### config.mk
export PLATFORM = sky130hd
export DESIGN_NAME = sram_axi_bridge_flat
export DESIGN_NICKNAME = d
export VERILOG_FILES = /design/src/rtl/sram_axi_bridge_if.sv /design/src/rtl/sram_axi_bridge.sv /design/src/flat_wrapper.sv
export SDC_FILE = /design/constraint.sdc
export NUM_CORES = 1
export LEC_CHECK = 0
export BUFFER_PORTS_ARGS = -buffer_cell sky130_fd_sc_hd__buf_2
export CAP_MARGIN = 10
export CELL_PAD_IN_SITES_DETAIL_PLACEMENT = 1
export CELL_PAD_IN_SITES_GLOBAL_PLACEMENT = 2
export CORE_ASPECT_RATIO = 0.5
export CORE_MARGIN = 2
export CORE_UTILIZATION = 23
export CTS_CLUSTER_DIAMETER = 150
export DETAILED_ROUTE_END_ITERATION = 12
export HOLD_SLACK_MARGIN = 0.08
export PLACE_DENSITY = 0.91
export SYNTH_ARGS = -nofsm -noshare
export SYNTH_HDL_FRONTEND = slang
export SYNTH_SLANG_ARGS = --single-unit
export TNS_END_PERCENT = 10
### constraint.sdc
create_clock -name clk -period 3.62 [get_ports clk]
set_clock_uncertainty 0.1 [all_clocks]
set_input_delay 0.724 -clock clk [delete_from_list [all_inputs] [get_ports clk]]
set_output_delay 0.724 -clock clk [all_outputs]
set_load 0.01 [all_outputs]
### src/rtl/sram_axi_bridge_if.sv
// AXI3 bus bundle between the SRAM bridge (master) and the crossbar (slave).
interface sram_axi_bridge_if;
    logic [3:0]  arid;
    logic [31:0] araddr;
    logic [3:0]  arlen;
    logic [2:0]  arsize;
    logic [1:0]  arburst;
    logic [1:0]  arlock;
    logic [3:0]  arcache;
    logic [2:0]  arprot;
    logic        arvalid;
    logic        arready;
    logic [3:0]  rid;
    logic [31:0] rdata;
    logic [1:0]  rresp;
    logic        rlast;
    logic        rvalid;
    logic        rready;
    logic [3:0]  awid;
    logic [31:0] awaddr;
    logic [3:0]  awlen;
    logic [2:0]  awsize;
    logic [1:0]  awburst;
    logic [1:0]  awlock;
    logic [3:0]  awcache;
    logic [2:0]  awprot;
    logic        awvalid;
    logic        awready;
    logic [3:0]  wid;
    logic [31:0] wdata;
    logic [3:0]  wstrb;
    logic        wlast;
    logic        wvalid;
    logic        wready;
    logic [3:0]  bid;
    logic [1:0]  bresp;
    logic        bvalid;
    logic        bready;

    modport master (
        output arid, araddr, arlen, arsize, arburst, arlock, arcache, arprot,
        output arvalid, rready,
        output awid, awaddr, awlen, awsize, awburst, awlock, awcache, awprot,
        output awvalid, wid, wdata, wstrb, wlast, wvalid, bready,
        input  arready, rid, rdata, rresp, rlast, rvalid,
        input  awready, wready, bid, bresp, bvalid
    );

    modport slave (
        input  arid, araddr, arlen, arsize, arburst, arlock, arcache, arprot,
        input  arvalid, rready,
        input  awid, awaddr, awlen, awsize, awburst, awlock, awcache, awprot,
        input  awvalid, wid, wdata, wstrb, wlast, wvalid, bready,
        output arready, rid, rdata, rresp, rlast, rvalid,
        output awready, wready, bid, bresp, bvalid
    );
endinterface

### src/rtl/sram_axi_bridge.sv
// Bridges the core's fetch and data SRAM-like ports onto one AXI3 master.
// One outstanding transaction per port; reads demuxed by rid[0].
module sram_axi_bridge (
    input  logic        clk,
    input  logic        reset,
    input  logic        inst_sram_req,
    input  logic        inst_sram_wr,
    input  logic [1:0]  inst_sram_size,
    input  logic [31:0] inst_sram_addr,
    input  logic [3:0]  inst_sram_wstrb,
    input  logic [31:0] inst_sram_wdata,
    output logic        inst_sram_addr_ok,
    output logic        inst_sram_data_ok,
    output logic [31:0] inst_sram_rdata,
    input  logic        data_sram_req,
    input  logic        data_sram_wr,
    input  logic [1:0]  data_sram_size,
    input  logic [3:0]  data_sram_wstrb,
    input  logic [31:0] data_sram_addr,
    input  logic [31:0] data_sram_wdata,
    output logic        data_sram_addr_ok,
    output logic        data_sram_data_ok,
    output logic [31:0] data_sram_rdata,
    sram_axi_bridge_if.master axi
);

    typedef enum logic {AR_IDLE, AR_SEND} ar_state_t;
    typedef enum logic [1:0] {W_IDLE, W_SEND, W_RESP} w_state_t;

    ar_state_t   ar_state, ar_next;
    w_state_t    w_state, w_next;
    logic        inst_busy, data_busy;
    logic        aw_done, w_done;
    logic        data_rd_acc, inst_rd_acc, store_acc;
    logic        aw_fin, w_fin;
    logic [3:0]  ar_id;
    logic [31:0] ar_addr;
    logic [2:0]  ar_size;
    logic [31:0] aw_addr;
    logic [2:0]  aw_size;
    logic [3:0]  w_strb;
    logic [31:0] w_data;
    logic        unused_in;

    assign unused_in = ^{inst_sram_wr, inst_sram_wstrb, inst_sram_wdata,
                         axi.rresp, axi.rlast, axi.rid[3:1],
                         axi.bid, axi.bresp};

    assign aw_fin = aw_done | axi.awready;
    assign w_fin  = w_done | axi.wready;

    always_ff @(posedge clk) begin
        if (reset) begin
            ar_state <= AR_IDLE;
            w_state  <= W_IDLE;
        end else begin
            ar_state <= ar_next;
            w_state  <= w_next;
        end
    end

    always_comb begin
        ar_next     = ar_state;
        w_next      = w_state;
        data_rd_acc = 1'b0;
        inst_rd_acc = 1'b0;
        store_acc   = 1'b0;
        unique case (ar_state)
            AR_IDLE: begin
                // data port beats fetch; a store also blocks a fetch this cycle
                if (data_sram_req && !data_sram_wr && !data_busy
                    && w_state == W_IDLE)
                    data_rd_acc = 1'b1;
                else if (data_sram_req && data_sram_wr && !data_busy
                         && w_state == W_IDLE)
                    store_acc = 1'b1;
                else if (inst_sram_req && !inst_busy)
                    inst_rd_acc = 1'b1;
                if (data_rd_acc || inst_rd_acc)
                    ar_next = AR_SEND;
            end
            AR_SEND: if (axi.arready) ar_next = AR_IDLE;
            default: ar_next = AR_IDLE;
        endcase
        unique case (w_state)
            W_IDLE: if (store_acc) w_next = W_SEND;
            W_SEND: if (aw_fin && w_fin) w_next = W_RESP;
            W_RESP: if (axi.bvalid) w_next = W_IDLE;
            default: w_next = W_IDLE;
        endcase
    end

    assign inst_sram_addr_ok = inst_rd_acc;
    assign data_sram_addr_ok = data_rd_acc | store_acc;
    assign inst_sram_data_ok = axi.rvalid & ~axi.rid[0] & inst_busy;
    assign data_sram_data_ok = (axi.rvalid & axi.rid[0] & data_busy)
                             | (w_state == W_RESP & axi.bvalid);
    assign inst_sram_rdata   = axi.rdata;
    assign data_sram_rdata   = axi.rdata;

    always_ff @(posedge clk) begin
        if (reset) begin
            inst_busy <= 1'b0;
            data_busy <= 1'b0;
            aw_done   <= 1'b0;
            w_done    <= 1'b0;
            ar_id     <= 4'd0;
            ar_addr   <= 32'd0;
            ar_size   <= 3'd0;
            aw_addr   <= 32'd0;
            aw_size   <= 3'd0;
            w_strb    <= 4'd0;
            w_data    <= 32'd0;
        end else begin
            if (inst_rd_acc)            inst_busy <= 1'b1;
            else if (inst_sram_data_ok) inst_busy <= 1'b0;
            if (data_rd_acc || store_acc) data_busy <= 1'b1;
            else if (data_sram_data_ok)   data_busy <= 1'b0;
            if (data_rd_acc) begin
                ar_id   <= 4'd1;
                ar_addr <= data_sram_addr;
                ar_size <= {1'b0, data_sram_size};
            end else if (inst_rd_acc) begin
                ar_id   <= 4'd0;
                ar_addr <= inst_sram_addr;
                ar_size <= {1'b0, inst_sram_size};
            end
            if (store_acc) begin
                aw_addr <= data_sram_addr;
                aw_size <= {1'b0, data_sram_size};
                w_strb  <= data_sram_wstrb;
                w_data  <= data_sram_wdata;
                aw_done <= 1'b0;
                w_done  <= 1'b0;
            end else if (w_state == W_SEND) begin
                if (axi.awready) aw_done <= 1'b1;
                if (axi.wready)  w_done  <= 1'b1;
            end
        end
    end

    assign axi.arid    = ar_id;
    assign axi.araddr  = ar_addr;
    assign axi.arlen   = 4'd0;
    assign axi.arsize  = ar_size;
    assign axi.arburst = 2'b01;
    assign axi.arlock  = 2'd0;
    assign axi.arcache = 4'd0;
    assign axi.arprot  = 3'd0;
    assign axi.arvalid = (ar_state == AR_SEND);
    assign axi.rready  = 1'b1;
    assign axi.awid    = 4'd1;
    assign axi.awaddr  = aw_addr;
    assign axi.awlen   = 4'd0;
    assign axi.awsize  = aw_size;
    assign axi.awburst = 2'b01;
    assign axi.awlock  = 2'd0;
    assign axi.awcache = 4'd0;
    assign axi.awprot  = 3'd0;
    assign axi.awvalid = (w_state == W_SEND) & ~aw_done;
    assign axi.wid     = 4'd1;
    assign axi.wdata   = w_data;
    assign axi.wstrb   = w_strb;
    assign axi.wlast   = 1'b1;
    assign axi.wvalid  = (w_state == W_SEND) & ~w_done;
    assign axi.bready  = (w_state == W_RESP);

endmodule
### src/flat_wrapper.sv
// flat-port wrapper written by rule: the top's interface ports become plain ports
module sram_axi_bridge_flat 
  (clk, reset, inst_sram_req, inst_sram_wr, inst_sram_size, inst_sram_addr, inst_sram_wstrb, inst_sram_wdata, inst_sram_addr_ok, inst_sram_data_ok, inst_sram_rdata, data_sram_req, data_sram_wr, data_sram_size, data_sram_wstrb, data_sram_addr, data_sram_wdata, data_sram_addr_ok, data_sram_data_ok, data_sram_rdata, axi_arid, axi_araddr, axi_arlen, axi_arsize, axi_arburst, axi_arlock, axi_arcache, axi_arprot, axi_arvalid, axi_rready, axi_awid, axi_awaddr, axi_awlen, axi_awsize, axi_awburst, axi_awlock, axi_awcache, axi_awprot, axi_awvalid, axi_wid, axi_wdata, axi_wstrb, axi_wlast, axi_wvalid, axi_bready, axi_arready, axi_rid, axi_rdata, axi_rresp, axi_rlast, axi_rvalid, axi_awready, axi_wready, axi_bid, axi_bresp, axi_bvalid);
  sram_axi_bridge_if axi_i ();
  input  logic clk;
  input  logic reset;
  input  logic inst_sram_req;
  input  logic inst_sram_wr;
  input  logic [1:0] inst_sram_size;
  input  logic [31:0] inst_sram_addr;
  input  logic [3:0] inst_sram_wstrb;
  input  logic [31:0] inst_sram_wdata;
  output logic inst_sram_addr_ok;
  output logic inst_sram_data_ok;
  output logic [31:0] inst_sram_rdata;
  input  logic data_sram_req;
  input  logic data_sram_wr;
  input  logic [1:0] data_sram_size;
  input  logic [3:0] data_sram_wstrb;
  input  logic [31:0] data_sram_addr;
  input  logic [31:0] data_sram_wdata;
  output logic data_sram_addr_ok;
  output logic data_sram_data_ok;
  output logic [31:0] data_sram_rdata;
  output wire logic [$bits(axi_i.arid)-1:0] axi_arid;
  output wire logic [$bits(axi_i.araddr)-1:0] axi_araddr;
  output wire logic [$bits(axi_i.arlen)-1:0] axi_arlen;
  output wire logic [$bits(axi_i.arsize)-1:0] axi_arsize;
  output wire logic [$bits(axi_i.arburst)-1:0] axi_arburst;
  output wire logic [$bits(axi_i.arlock)-1:0] axi_arlock;
  output wire logic [$bits(axi_i.arcache)-1:0] axi_arcache;
  output wire logic [$bits(axi_i.arprot)-1:0] axi_arprot;
  output wire logic [$bits(axi_i.arvalid)-1:0] axi_arvalid;
  output wire logic [$bits(axi_i.rready)-1:0] axi_rready;
  output wire logic [$bits(axi_i.awid)-1:0] axi_awid;
  output wire logic [$bits(axi_i.awaddr)-1:0] axi_awaddr;
  output wire logic [$bits(axi_i.awlen)-1:0] axi_awlen;
  output wire logic [$bits(axi_i.awsize)-1:0] axi_awsize;
  output wire logic [$bits(axi_i.awburst)-1:0] axi_awburst;
  output wire logic [$bits(axi_i.awlock)-1:0] axi_awlock;
  output wire logic [$bits(axi_i.awcache)-1:0] axi_awcache;
  output wire logic [$bits(axi_i.awprot)-1:0] axi_awprot;
  output wire logic [$bits(axi_i.awvalid)-1:0] axi_awvalid;
  output wire logic [$bits(axi_i.wid)-1:0] axi_wid;
  output wire logic [$bits(axi_i.wdata)-1:0] axi_wdata;
  output wire logic [$bits(axi_i.wstrb)-1:0] axi_wstrb;
  output wire logic [$bits(axi_i.wlast)-1:0] axi_wlast;
  output wire logic [$bits(axi_i.wvalid)-1:0] axi_wvalid;
  output wire logic [$bits(axi_i.bready)-1:0] axi_bready;
  input wire logic [$bits(axi_i.arready)-1:0] axi_arready;
  input wire logic [$bits(axi_i.rid)-1:0] axi_rid;
  input wire logic [$bits(axi_i.rdata)-1:0] axi_rdata;
  input wire logic [$bits(axi_i.rresp)-1:0] axi_rresp;
  input wire logic [$bits(axi_i.rlast)-1:0] axi_rlast;
  input wire logic [$bits(axi_i.rvalid)-1:0] axi_rvalid;
  input wire logic [$bits(axi_i.awready)-1:0] axi_awready;
  input wire logic [$bits(axi_i.wready)-1:0] axi_wready;
  input wire logic [$bits(axi_i.bid)-1:0] axi_bid;
  input wire logic [$bits(axi_i.bresp)-1:0] axi_bresp;
  input wire logic [$bits(axi_i.bvalid)-1:0] axi_bvalid;
  assign axi_arid = axi_i.arid;
  assign axi_araddr = axi_i.araddr;
  assign axi_arlen = axi_i.arlen;
  assign axi_arsize = axi_i.arsize;
  assign axi_arburst = axi_i.arburst;
  assign axi_arlock = axi_i.arlock;
  assign axi_arcache = axi_i.arcache;
  assign axi_arprot = axi_i.arprot;
  assign axi_arvalid = axi_i.arvalid;
  assign axi_rready = axi_i.rready;
  assign axi_awid = axi_i.awid;
  assign axi_awaddr = axi_i.awaddr;
  assign axi_awlen = axi_i.awlen;
  assign axi_awsize = axi_i.awsize;
  assign axi_awburst = axi_i.awburst;
  assign axi_awlock = axi_i.awlock;
  assign axi_awcache = axi_i.awcache;
  assign axi_awprot = axi_i.awprot;
  assign axi_awvalid = axi_i.awvalid;
  assign axi_wid = axi_i.wid;
  assign axi_wdata = axi_i.wdata;
  assign axi_wstrb = axi_i.wstrb;
  assign axi_wlast = axi_i.wlast;
  assign axi_wvalid = axi_i.wvalid;
  assign axi_bready = axi_i.bready;
  assign axi_i.arready = axi_arready;
  assign axi_i.rid = axi_rid;
  assign axi_i.rdata = axi_rdata;
  assign axi_i.rresp = axi_rresp;
  assign axi_i.rlast = axi_rlast;
  assign axi_i.rvalid = axi_rvalid;
  assign axi_i.awready = axi_awready;
  assign axi_i.wready = axi_wready;
  assign axi_i.bid = axi_bid;
  assign axi_i.bresp = axi_bresp;
  assign axi_i.bvalid = axi_bvalid;
  sram_axi_bridge u_core (.clk(clk), .reset(reset), .inst_sram_req(inst_sram_req), .inst_sram_wr(inst_sram_wr), .inst_sram_size(inst_sram_size), .inst_sram_addr(inst_sram_addr), .inst_sram_wstrb(inst_sram_wstrb), .inst_sram_wdata(inst_sram_wdata), .inst_sram_addr_ok(inst_sram_addr_ok), .inst_sram_data_ok(inst_sram_data_ok), .inst_sram_rdata(inst_sram_rdata), .data_sram_req(data_sram_req), .data_sram_wr(data_sram_wr), .data_sram_size(data_sram_size), .data_sram_wstrb(data_sram_wstrb), .data_sram_addr(data_sram_addr), .data_sram_wdata(data_sram_wdata), .data_sram_addr_ok(data_sram_addr_ok), .data_sram_data_ok(data_sram_data_ok), .data_sram_rdata(data_sram_rdata), .axi(axi_i));
endmodule
# Word level (Yosys, flattened, before mapping)

Cells that the tools add are included.

Bits in registers: 112
Input bits: 196

Eq/ne operators: 5
Multiplexer cells: 28
Bitwise logic cells: 15
Reductions and logical operators: 21

Operator list:

| cell                                                                   | count |
|---|---|
| 32-bit two-way mux                                                     | 2 |
| 1-bit two-way mux                                                      | 19 |
| 2-bit two-way mux                                                      | 5 |
| 1-bit logical AND                                                      | 8 |
| 1-bit bitwise AND                                                      | 7 |
| 2-bit by 1-bit != test with 1-bit output (second input constant)       | 3 |
| 2-bit one-hot mux with 3 select lines                                  | 1 |
| 2-bit nonzero test                                                     | 3 |
| 1-bit inverter                                                         | 4 |
| 1-bit OR                                                               | 4 |
| 2-bit AND reduction                                                    | 2 |
| 1-bit logical NOT                                                      | 3 |
| 3-bit AND reduction                                                    | 1 |
| 2-bit by 1-bit equality test with 1-bit output (second input constant) | 1 |
| 2-bit equality test (second input constant)                            | 1 |
| 2-bit logical NOT                                                      | 1 |
| 1-bit logical OR                                                       | 2 |
| 1-bit one-hot mux with 2 select lines                                  | 1 |
| 2-bit OR reduction                                                     | 1 |

# Longest topological paths before layout

Gate-level depths: netlist of run 1.

Depth in word-level cells: 9
Gate-level depth with buffers: 5

# Worst setup path before layout of run 1

No wires, ideal clock.

Path kind: input -> output
Start: input port inst_sram_req
End: output port inst_sram_addr_ok
Arrival time: 1.670 ns
Path slack: 1.126 ns
Stages: 5
Buffers on the path: 2
Cell sequence: or3b_1 > or2_1 > buf_2 > buf_2 > inv_2

Cells in the longest elaborated chain, start to end: 6

RTL lines:

| element                        | RTL line              | text |
|---|---|---|
| start, declared                | flat_wrapper.sv:7     | `input logic inst_sram_req;` |
| 1-bit logical AND              | sram_axi_bridge.sv:77 | `else if (inst_sram_req && !inst_busy)` |
| 1-bit two-way mux              | sram_axi_bridge.sv:77 |  |
| 1-bit two-way mux              | sram_axi_bridge.sv:74 | `else if (data_sram_req && data_sram_wr && !data_busy` |
| 1-bit two-way mux              | sram_axi_bridge.sv:71 | `if (data_sram_req && !data_sram_wr && !data_busy` |
| 1-bit two-way mux (2 in a row) | sram_axi_bridge.sv:68 | `unique case (ar_state)` |
| end, declared                  | flat_wrapper.sv:13    | `output logic inst_sram_addr_ok;` |

No other way between the ends. The select of a mux whose other input is x is not followed.

# Worst setup path in the final report of run 1

Start: register u_core.w_state[1]
End: output port inst_sram_addr_ok

Cells in the longest elaborated chain, start to end: 6

RTL lines:

| element                            | RTL line                                     | text |
|---|---|---|
| start, declared                    | sram_axi_bridge.sv:31                        | `w_state_t w_state, w_next;` |
| start signal, assigned             | sram_axi_bridge.sv:58                        | `w_state <= w_next;` |
| 2-bit logical NOT (*)              | sram_axi_bridge.sv:72, sram_axi_bridge.sv:75 |  |
| 1-bit logical AND                  | sram_axi_bridge.sv:75                        | `&& w_state == W_IDLE)` |
| 1-bit two-way mux                  | sram_axi_bridge.sv:74                        |  |
| 1-bit two-way mux (*)              | sram_axi_bridge.sv:71                        |  |
| 1-bit two-way mux (*) (2 in a row) | sram_axi_bridge.sv:68                        |  |

Every way passes the cells marked *; elsewhere a longest branch is shown, timed or not. The select of a mux whose other input is x is not followed.

==> results of run 1 <==
==> synth_stat cells (3+ instances only) <==
cell                       count  area share [%]
sky130_fd_sc_hd__a21oi_1      39             3.3
sky130_fd_sc_hd__buf_1         3            0.19
sky130_fd_sc_hd__buf_2         8            0.69
sky130_fd_sc_hd__buf_4       116              15
sky130_fd_sc_hd__clkbuf_1     29             1.9
sky130_fd_sc_hd__dfxtp_1     112              38
sky130_fd_sc_hd__mux2i_1      71              12
sky130_fd_sc_hd__nand2b_1    142              15
sky130_fd_sc_hd__nor2_1        5            0.32
sky130_fd_sc_hd__nor2b_1       3            0.32
sky130_fd_sc_hd__nor3_1       37             3.2
sky130_fd_sc_hd__o221a_1      34             6.6
==> worst max path at each step <==
stage	startpoint	to	slack (ps)	cells after the start
2_1_floorplan	inst_sram_req	inst_sram_addr_ok	1130	5
3_3_place_gp	data_sram_req	u_core.axi.araddr[30]	870	6
3_5_place_dp	data_sram_req	u_core.axi.araddr[9]	780	6
4_1_cts	u_core.w_state[1]	inst_sram_addr_ok	770	5
5_1_grt	u_core.w_state[1]	inst_sram_addr_ok	630	5
6_report	u_core.w_state[1]	inst_sram_addr_ok	790	5
==> metal layers <==
layer  part of all wire (%)  wire length, um  up-vias  track usage (%)
met1                     40             6920     2244             13.3
li1                       -                -     2233                -
met2                     54             9290      114             23.3
met3                    3.8              648       22             3.17
met4                    1.8              306        0             4.55
met5                      0                0        -                0
==> worst reg2reg max path, cell delays in order (launching register included) <==
cell,delay (ps)
sky130_fd_sc_hd__dfxtp_1,380
sky130_fd_sc_hd__nor4b_4,650
sky130_fd_sc_hd__buf_4,300
sky130_fd_sc_hd__mux2i_4,520
sky130_fd_sc_hd__buf_4,310
sky130_fd_sc_hd__o221a_1,210
==> per-stage QoR <==
step                      hold slack (ps)  setup WS (ps)  util (%)
final                                 370            792      27.7
after detailed placement              362            778      26.6
after global routing                  392            634      27.7
after global placement                356            867      26.6
after CTS                             379            772      27.7
after floorplan                       368           1130         -
==> cells by family (layout without fill, tap and decap cells) <==
family                 after synthesis  in the layout  share of synthesized area [%]
DFF                                112            112                           38.4
buffers and inverters              158            256                           17.8
AOI/OAI and AO/OA                   79             79                           10.7
other                                2             46                          0.129
muxes                               71             71                           12.2
and+or+nand+nor                    200            200                           20.8
==> flip-flops by register name, indices dropped and copies added (netlist names) <==
signal              cells
u_core.axi.arvalid      1
u_core.axi.wstrb        4
u_core.axi.awsize       2
u_core.axi.arid         1
u_core.w_done           1
u_core.aw_done          1
u_core.axi.wdata       32
u_core.axi.awaddr      32
u_core.axi.arsize       2
u_core.axi.araddr      32
u_core.data_busy        1
u_core.w_state          2
u_core.inst_busy        1
==> power by group through the flow <==
| stage | Sequential [uW] | Combinational, uW | Clock (uW) |
|---|---|---|---|
| 2_1_floorplan | 1490 | 473 | 0 |
| 3_3_place_gp | 1450 | 703 | 0 |
| 3_5_place_dp | 1450 | 724 | 0 |
| 4_1_cts | 1420 | 726 | 1060 |
| 5_1_grt | 1440 | 778 | 1110 |
| 6_report | 1420 | 712 | 1000 |
==> area by class of cell <==
class	count	area, um^2
flip-flops and latches	112	2240
inverters	2	7.51
clock buffers	9	225
multi-input cells	395	2730
fillers	2977	18100
repair buffers	238	1260
well taps	344	430
diodes	1	2.50
clock inverters	7	58.8
==> flow_summary.json, run 1 <==
{
  "run_status": "finished clean",
  "rsz0062_at_grt": "false",
  "io-pin-count": 418,
  "finish_stage_setup_viols": 0,
  "route.vias.total": 4613,
  "hpwl_reported_at_the_end_of_detailed_placement_mm": 12.7,
  "post_cts_hold_buffer_count": 0,
  "postSynthAreaPerCell_um2": 9.38,
  "path_max_fanout": 10,
  "final_cell_count_no_fill": 1108,
  "worst_ep_arrival_time_ps": 2000,
  "cp_slowest_cell": "sky130_fd_sc_hd__nor4b_4",
  "syn2layout_area_growth_pct": 19.3,
  "insertion_delay_ps": 370,
  "power.combinational.fraction_pct": 22.7,
  "max-cap-violations": 0,
  "cts_tree": "built",
  "timing.rr.end": "u_core.axi.araddr[3]",
  "finalCritPeriodShare_pct": 78.1,
  "most_frequent_cells_in_the_layout": "sky130_fd_sc_hd__buf_2, sky130_fd_sc_hd__nand2b_1, sky130_fd_sc_hd__dfxtp_1",
  "buffers_inverters_on_critical_path": 3,
  "yosysWarningCount": 0,
  "cpPeakStageDelay_ps": 650,
  "dp.cells": 1091,
  "hold_viol": 0,
  "power.clock.fraction_pct": 31.9,
  "ant_nets": 0,
  "groute.usage.overall_pct": 12.2,
  "wirelength_mm": 17.2,
  "setup.reg_to_reg.worst_slack_ps": 1100,
  "die_y_um": 117,
  "hold_depth": 2,
  "grt_antenna_before_repair": 1,
  "grt_first_pass_wirelength_mm": 25.6,
  "power-per-cell-area_nw_per_um2": 451,
  "grt_max_degree": 94,
  "headroom_to_the_max_slew_limit_pct": 52.2,
  "most_common_flop_cell_mapped_by_yosys": "sky130_fd_sc_hd__dfxtp_1",
  "class_of_the_most_critical_hold_timing_path": "flop to flop",
  "synth-edff-count": 0,
  "async_reset_ff_share_pct": 0,
  "firstDrtPassIters": 4,
  "p_sw_share_pct": 31.6,
  "dieArea_um2": 26700,
  "critPathLaunchType": "flop",
  "finish.instance_area_um2": 6960,
  "internal_power_uw": 2150,
  "cts-htree-levels": 3,
  "slew_viol_final": 0,
  "drt_via_density": 4.16,
  "cts-buffers-inserted": 9,
  "min_to": "u_core.axi.wdata[15]",
  "end_kind": "primary output",
  "netlist_instances": 622,
  "achievable-frequency_mhz": 354,
  "cts.sinks": 112,
  "cts-root-to-sink-buffers": 2,
  "fin_tns_setup_ps": 0,
  "cts_resized": 0,
  "die_w_um": 229,
  "yosysSeqAreaShare_pct": 38.4,
  "globalRouteOverflowTotal": 0,
  "slew_at_the_pin_with_the_worst_max_slew_slack_ps": 716,
  "reg2reg_depth": 5,
  "initial_utilization_pct": 23.3,
  "vias_in_the_first_global_route": 4691,
  "family_of_cells_with_the_greatest_summed_delay_on_the_critical_path": "simple AND/OR/NAND/NOR gates",
  "std_cell_rows": 41,
  "hold_start": "u_core.axi.wdata[15]",
  "final_period_minus_worst_setup_slack_ps": 2830,
  "io_buffers": 227,
  "cp_data_required_time_ps": 2800,
  "regToRegStartpoint": "u_core.w_state[1]",
  "p_leak_uw": 0.00307,
  "commonest_non_fill_non_tap_cell_in_the_layout": "sky130_fd_sc_hd__buf_2",
  "layout-drive-gt1-share_pct": 33.9,
  "placer_s_final_routability_congestion_estimate": 0.744,
  "clock_tree_root_driver_cell": "sky130_fd_sc_hd__clkbuf_16",
  "post-route-drc-count": 0,
  "max-vdd-ir-drop_v": 0.000204,
  "yosysUniqueCellTypes": 31,
  "clock_pin_slew_on_the_worst_setup_and_hold_paths_ps": 80,
  "power.sequential.fraction_pct": 45.4,
  "net_switching_power_uw": 993,
  "route.detailed.wl_per_inst_um": 15.5,
  "path_class": "flop to primary output",
  "p_total_uw": 3140,
  "postCtsSetupRepairBufs": 0,
  "mappedNetlistArea_um2": 5830,
  "fp.coreArea_um2": 25100,
  "detailedRoute.firstIterationViolations": 150,
  "crit_path_cell_trace": "nor4b_4 > buf_4 > or2_1 > inv_2 > buf_2",
  "net_count_final": 954,
  "synth-seq-cells": 112,
  "placed_cell_area_um2": 6670
}
Note: power is estimated with default switching activity, not from simulation.
==> run 2: changes to the inputs <==
--- a/config.mk
+++ b/config.mk
@@ -11,11 +11,11 @@
 export CELL_PAD_IN_SITES_GLOBAL_PLACEMENT = 2
 export CORE_ASPECT_RATIO = 0.5
 export CORE_MARGIN = 2
-export CORE_UTILIZATION = 23
+export CORE_UTILIZATION = 22
 export CTS_CLUSTER_DIAMETER = 150
 export DETAILED_ROUTE_END_ITERATION = 12
 export HOLD_SLACK_MARGIN = 0.08
-export PLACE_DENSITY = 0.91
+export PLACE_DENSITY = 0.88
 export SYNTH_ARGS = -nofsm -noshare
 export SYNTH_HDL_FRONTEND = slang
 export SYNTH_SLANG_ARGS = --single-unit
==> constraint.sdc (replaced) <==
create_clock -name clk -period 2.75 [get_ports clk]
set_clock_uncertainty 0.1 [all_clocks]
set_input_delay 0.55 -clock clk [delete_from_list [all_inputs] [get_ports clk]]
set_output_delay 0.55 -clock clk [all_outputs]
set_load 0.01 [all_outputs]
==> run 2 against run 1 <==
Compared with the run above:
- final cell count up 1.5%
- clock-buffer cell count unchanged
- setup slack lost 590 ps
- sequential power up 32%
- combinational power is 35% higher
- hold slack lost 50 ps
- via count up 1.4%
- largest cell class unchanged
- flip-flop and latch count unchanged
- first-iteration DRC count increased by 5.3%
==> flow_summary.json, run 2 (same netlist as run 1, synthesis figures left out) <==
{
  "critPathLaunchType": "flop",
  "hpwl_reported_at_the_end_of_detailed_placement_mm": 13.3,
  "firstDrtPassIters": 4,
  "end_kind": "primary output",
  "grt_first_pass_wirelength_mm": 27.0,
  "io-pin-count": 418,
  "fin_tns_setup_ps": 0,
  "dieArea_um2": 27900,
  "cts-htree-levels": 3,
  "io_buffers": 227,
  "achievable-frequency_mhz": 393,
  "detailedRoute.firstIterationViolations": 158,
  "final_period_minus_worst_setup_slack_ps": 2550,
  "route.vias.total": 4678,
  "max-cap-violations": 0,
  "drt_via_density": 4.16,
  "commonest_non_fill_non_tap_cell_in_the_layout": "sky130_fd_sc_hd__buf_2",
  "p_leak_uw": 0.00312,
  "setup.reg_to_reg.worst_slack_ps": 670,
  "cts.sinks": 112,
  "worst_ep_arrival_time_ps": 1900,
  "postCtsSetupRepairBufs": 0,
  "path_class": "flop to primary output",
  "globalRouteOverflowTotal": 0,
  "route.detailed.wl_per_inst_um": 15.8,
  "placed_cell_area_um2": 6760,
  "placement.setup.worst_slack_ps": 463,
  "std_cell_rows": 42,
  "vias_in_the_first_global_route": 4949,
  "dp.cells": 1106,
  "finish_stage_setup_viols": 0,
  "max-vdd-ir-drop_v": 0.000286,
  "hold_viol": 0,
  "grt_max_degree": 49,
  "fin_util_pct": 27.0,
  "insertion_delay_ps": 380,
  "path_max_fanout": 17,
  "grt_antenna_before_repair": 3,
  "finish.instance_area_um2": 7090,
  "post-route-drc-count": 0,
  "die_y_um": 119,
  "nFillCells": 3115,
  "finalCritPeriodShare_pct": 92.6,
  "run_status": "finished clean",
  "layout-drive-gt1-share_pct": 34.5,
  "power-per-cell-area_nw_per_um2": 603,
  "rsz0062_at_grt": "false",
  "most_frequent_cells_in_the_layout": "sky130_fd_sc_hd__buf_2, sky130_fd_sc_hd__nand2b_1, sky130_fd_sc_hd__dfxtp_1",
  "class_of_the_most_critical_hold_timing_path": "primary input to flop",
  "ant_nets": 0,
  "placer_s_final_routability_congestion_estimate": 0.755,
  "groute.usage.overall_pct": 12.6,
  "cts-root-to-sink-buffers": 2,
  "fp.coreArea_um2": 26300,
  "slew_viol_final": 0,
  "post_cts_hold_buffer_count": 0,
  "final.setup.worst_slack_ps": 203,
  "cp_data_required_time_ps": 2100,
  "clock_tree_root_driver_cell": "sky130_fd_sc_hd__clkbuf_16",
  "initial_utilization_pct": 22.2,
  "net_count_final": 961,
  "cts-buffers-inserted": 9,
  "syn2layout_area_growth_pct": 21.5,
  "final_cell_count_no_fill": 1125,
  "cts_resized": 0,
  "wirelength_mm": 17.8,
  "clock_pin_slew_on_the_worst_setup_and_hold_paths_ps": 100,
  "cts_tree": "built",
  "die_w_um": 234
}
-- run 2: changes by cell type in the layout (fill, tap and decap cells not counted), sizes merged --
cell | before | now
buf | 238 | 245
clkinv | 2 | 3
clkinvlp | 1 | 0
diode | 1 | 3
-- run 2: per-layer routing --
layer | track usage [%] | part of all wire (%) | vias up
li1 | - | - | 2245
met1 | 13.2 | 39 | 2252
met2 | 22.8 | 53 | 143
met3 | 4.19 | 5.0 | 38
met4 | 5.39 | 3.0 | 0
met5 | 0 | 0 | -
-- run 2: path summary, 6_finish.rpt --
check,start,to,cells past startpoint
worst max-delay path,u_core.w_state[1],data_sram_addr_ok,4
worst min register to register,u_core.axi.awaddr[25],u_core.axi.awaddr[25],2
worst max register to register,u_core.w_state[1],u_core.axi.wdata[8],4
worst min-delay path,data_sram_wdata[20],u_core.axi.wdata[20],3
-- run 2: power by group --
group	internal (uW)	switching, uW	total (uW)
logic	431	532	963
clock network	669	769	1440
registers	1780	92.9	1870
-- run 2: metrics by stage --
stage / power (uW) / hold WS (ps)
final: 4270 / 320
after global routing: 4510 / 300
after CTS: 4360 / 296
after detailed placement: 2890 / 362
after global placement: 2850 / 356
after floorplan: 2590 / 368
-- run 2: layout make-up --
cell class / count / area [um^2] / area share [%]
flip-flops and latches: 112 / 2240 / 31.6
diodes: 3 / 7.51 / 0.106
clock inverters: 7 / 96.3 / 1.36
repair buffers: 245 / 1340 / 18.9
inverters: 2 / 7.51 / 0.106
multi-input cells: 395 / 2730 / 38.6
clock buffers: 9 / 225 / 3.18
well taps: 352 / 440 / 6.21
-- run 2: worst max-delay path, cell delays in order (launching register included) --
cell and delay [ps]:
sky130_fd_sc_hd__dfxtp_1 390, sky130_fd_sc_hd__nor4b_4 490, sky130_fd_sc_hd__buf_4 340, sky130_fd_sc_hd__and2_1 170, sky130_fd_sc_hd__buf_2 120
==> run 3: changes to the inputs <==
--- a/config.mk
+++ b/config.mk
@@ -15,7 +15,7 @@
 export CTS_CLUSTER_DIAMETER = 150
 export DETAILED_ROUTE_END_ITERATION = 12
 export HOLD_SLACK_MARGIN = 0.08
-export PLACE_DENSITY = 0.88
+export PLACE_DENSITY_LB_ADDON = 0.1
 export SYNTH_ARGS = -nofsm -noshare
 export SYNTH_HDL_FRONTEND = slang
 export SYNTH_SLANG_ARGS = --single-unit
==> run 3 against run 2 <==
Compared with the run above:
- first-iteration DRC count increased by 14%
- setup slack improved by 35 ps
- fmax increased by 1.4%
- design area decreased by 0.53%
- utilization decreased by 0.14 points
- via count decreased by 3.2%
- final cell count decreased by 0.44%
==> flow_summary.json, run 3 (same netlist as run 1, synthesis figures left out) <==
{
  "run_status": "finished clean",
  "globalRouteOverflowTotal": 0,
  "end_kind": "primary output",
  "detailedRoute.firstIterationViolations": 180,
  "finalCritPeriodShare_pct": 91.4,
  "fin_tns_setup_ps": 0,
  "io_buffers": 227,
  "path_max_fanout": 8,
  "hpwl_reported_at_the_end_of_detailed_placement_mm": 13.6,
  "placer_s_final_routability_congestion_estimate": 0.680,
  "critPathLaunchType": "flop",
  "die_y_um": 119,
  "headroom_to_the_max_slew_limit_pct": 60.6,
  "hold_depth": 3,
  "grt_first_pass_wirelength_mm": 27.7,
  "most_frequent_cells_in_the_layout": "sky130_fd_sc_hd__buf_2, sky130_fd_sc_hd__nand2b_1, sky130_fd_sc_hd__dfxtp_1",
  "layout-drive-gt1-share_pct": 34.1,
  "cp_data_required_time_ps": 2100,
  "dieArea_um2": 27900,
  "commonest_non_fill_non_tap_cell_in_the_layout": "sky130_fd_sc_hd__buf_2",
  "min_to": "u_core.axi.wdata[15]",
  "achievable-frequency_mhz": 398,
  "drt_via_density": 4.04,
  "regToRegStartpoint": "u_core.w_state[1]",
  "syn2layout_area_growth_pct": 20.8,
  "family_of_cells_with_the_greatest_summed_delay_on_the_critical_path": "simple AND/OR/NAND/NOR gates",
  "number_of_diodes_added_for_antenna_fixing": 0,
  "hold_viol": 0,
  "hold_start": "data_sram_wdata[15]",
  "cts-htree-levels": 3,
  "buffers_inverters_on_critical_path": 2,
  "final_period_minus_worst_setup_slack_ps": 2510,
  "crit_path_cell_trace": "nor4b_4 > buf_4 > and2_1 > buf_2",
  "rsz0062_at_grt": "false",
  "max-cap-violations": 0,
  "final.hold.worst_slack_ps": 325,
  "p_leak_uw": 0.00311,
  "clock_tree_root_driver_cell": "sky130_fd_sc_hd__clkbuf_16",
  "cts-root-to-sink-buffers": 2,
  "slew_at_the_pin_with_the_worst_max_slew_slack_ps": 578,
  "wirelength_mm": 18.6,
  "cts.sinks": 112,
  "clock_pin_slew_on_the_worst_setup_and_hold_paths_ps": 80,
  "grt_antenna_before_repair": 0,
  "timing.rr.end": "u_core.axi.araddr[19]",
  "route.vias.total": 4526,
  "ant_nets": 0,
  "fp.coreArea_um2": 26300,
  "groute.usage.overall_pct": 13.2,
  "insertion_delay_ps": 370,
  "cts_resized": 0,
  "vias_in_the_first_global_route": 4532,
  "class_of_the_most_critical_hold_timing_path": "primary input to flop",
  "cp_slowest_cell": "sky130_fd_sc_hd__nor4b_4",
  "initial_utilization_pct": 22.2,
  "post-route-drc-count": 0,
  "reg2reg_depth": 4,
  "grt_max_degree": 63,
  "postCtsSetupRepairBufs": 0,
  "max-vdd-ir-drop_v": 0.000307,
  "setup.reg_to_reg.worst_slack_ps": 520,
  "slew_viol_final": 0,
  "io-pin-count": 418,
  "post_cts_hold_buffer_count": 0,
  "worst_ep_arrival_time_ps": 1860,
  "net_count_final": 960,
  "route.detailed.wl_per_inst_um": 16.6,
  "finish_stage_setup_viols": 0,
  "power-per-cell-area_nw_per_um2": 605,
  "firstDrtPassIters": 4,
  "cts_tree": "built",
  "path_class": "flop to primary output",
  "die_w_um": 234,
  "std_cell_rows": 42,
  "cpPeakStageDelay_ps": 580,
  "cts-buffers-inserted": 9
}
run 3: cell types whose count changed in the layout (fill, tap and decap cells not counted), sizes merged:
cell,delta
clkbuf,+4
inv,-4
diode,-3
clkinv,-2
buf,-1
bufinv,+1
run 3: how the worst max path moves through the flow:
stage                      startpoint                   end  slack (ps)  cells past startpoint
floorplan               inst_sram_req     inst_sram_addr_ok         600                      5
global placement        data_sram_req  u_core.axi.wdata[25]         380                      5
detailed placement      data_sram_req  u_core.axi.wdata[25]         330                      5
CTS                 u_core.w_state[1]     data_sram_addr_ok         210                      4
global route        u_core.w_state[1]     data_sram_addr_ok          60                      4
finish              u_core.w_state[1]     data_sram_addr_ok         240                      4
run 3: final cells by class:
class                   count  area (um^2)
flip-flops and latches    112         2240
clock inverters             2         38.8
multi-input cells         395         2730
repair buffers            244         1330
well taps                 352          440
fillers                  3087        19200
inverters                   2         7.51
clock buffers              13          260
run 3: worst reg2reg max path, delay by kind of cell, from the launching register on:
family / cells / cell delay (ps)
AND/OR/NAND/NOR: 1 / 580
flip-flops: 1 / 370
AO/OA/AOI/OAI: 1 / 200
buffers and inverters: 1 / 280
multiplexers: 1 / 640
run 3: metal layers:
metal  global-route usage, %  up-vias  share of wire, %
li1                        -     2243                 -
met1                    15.3     2163                42
met2                    23.5       90                51
met3                    3.71       30               4.5
met4                    4.17        0               1.8
met5                       0        -                 0
run 3: per-stage QoR:
step	power [uW]	std cells	utilization [%]	instance area, um^2	setup WS (ps)
after global routing	4510	1120	26.8	7050	61.3
after global placement	2880	1105	25.7	6750	377
after floorplan	2590	665	-	6000	604
after CTS	4360	1120	26.8	7050	207
final	4260	1120	26.8	7050	238
after detailed placement	2900	1105	25.7	6750	332
run 3: power breakdown:
part	switching (uW)	leakage [uW]	internal (uW)	total (uW)
sequential	83.1	0.000917	1780	1860
combinational	545	0.00205	430	975
clock	672	0.000146	757	1430
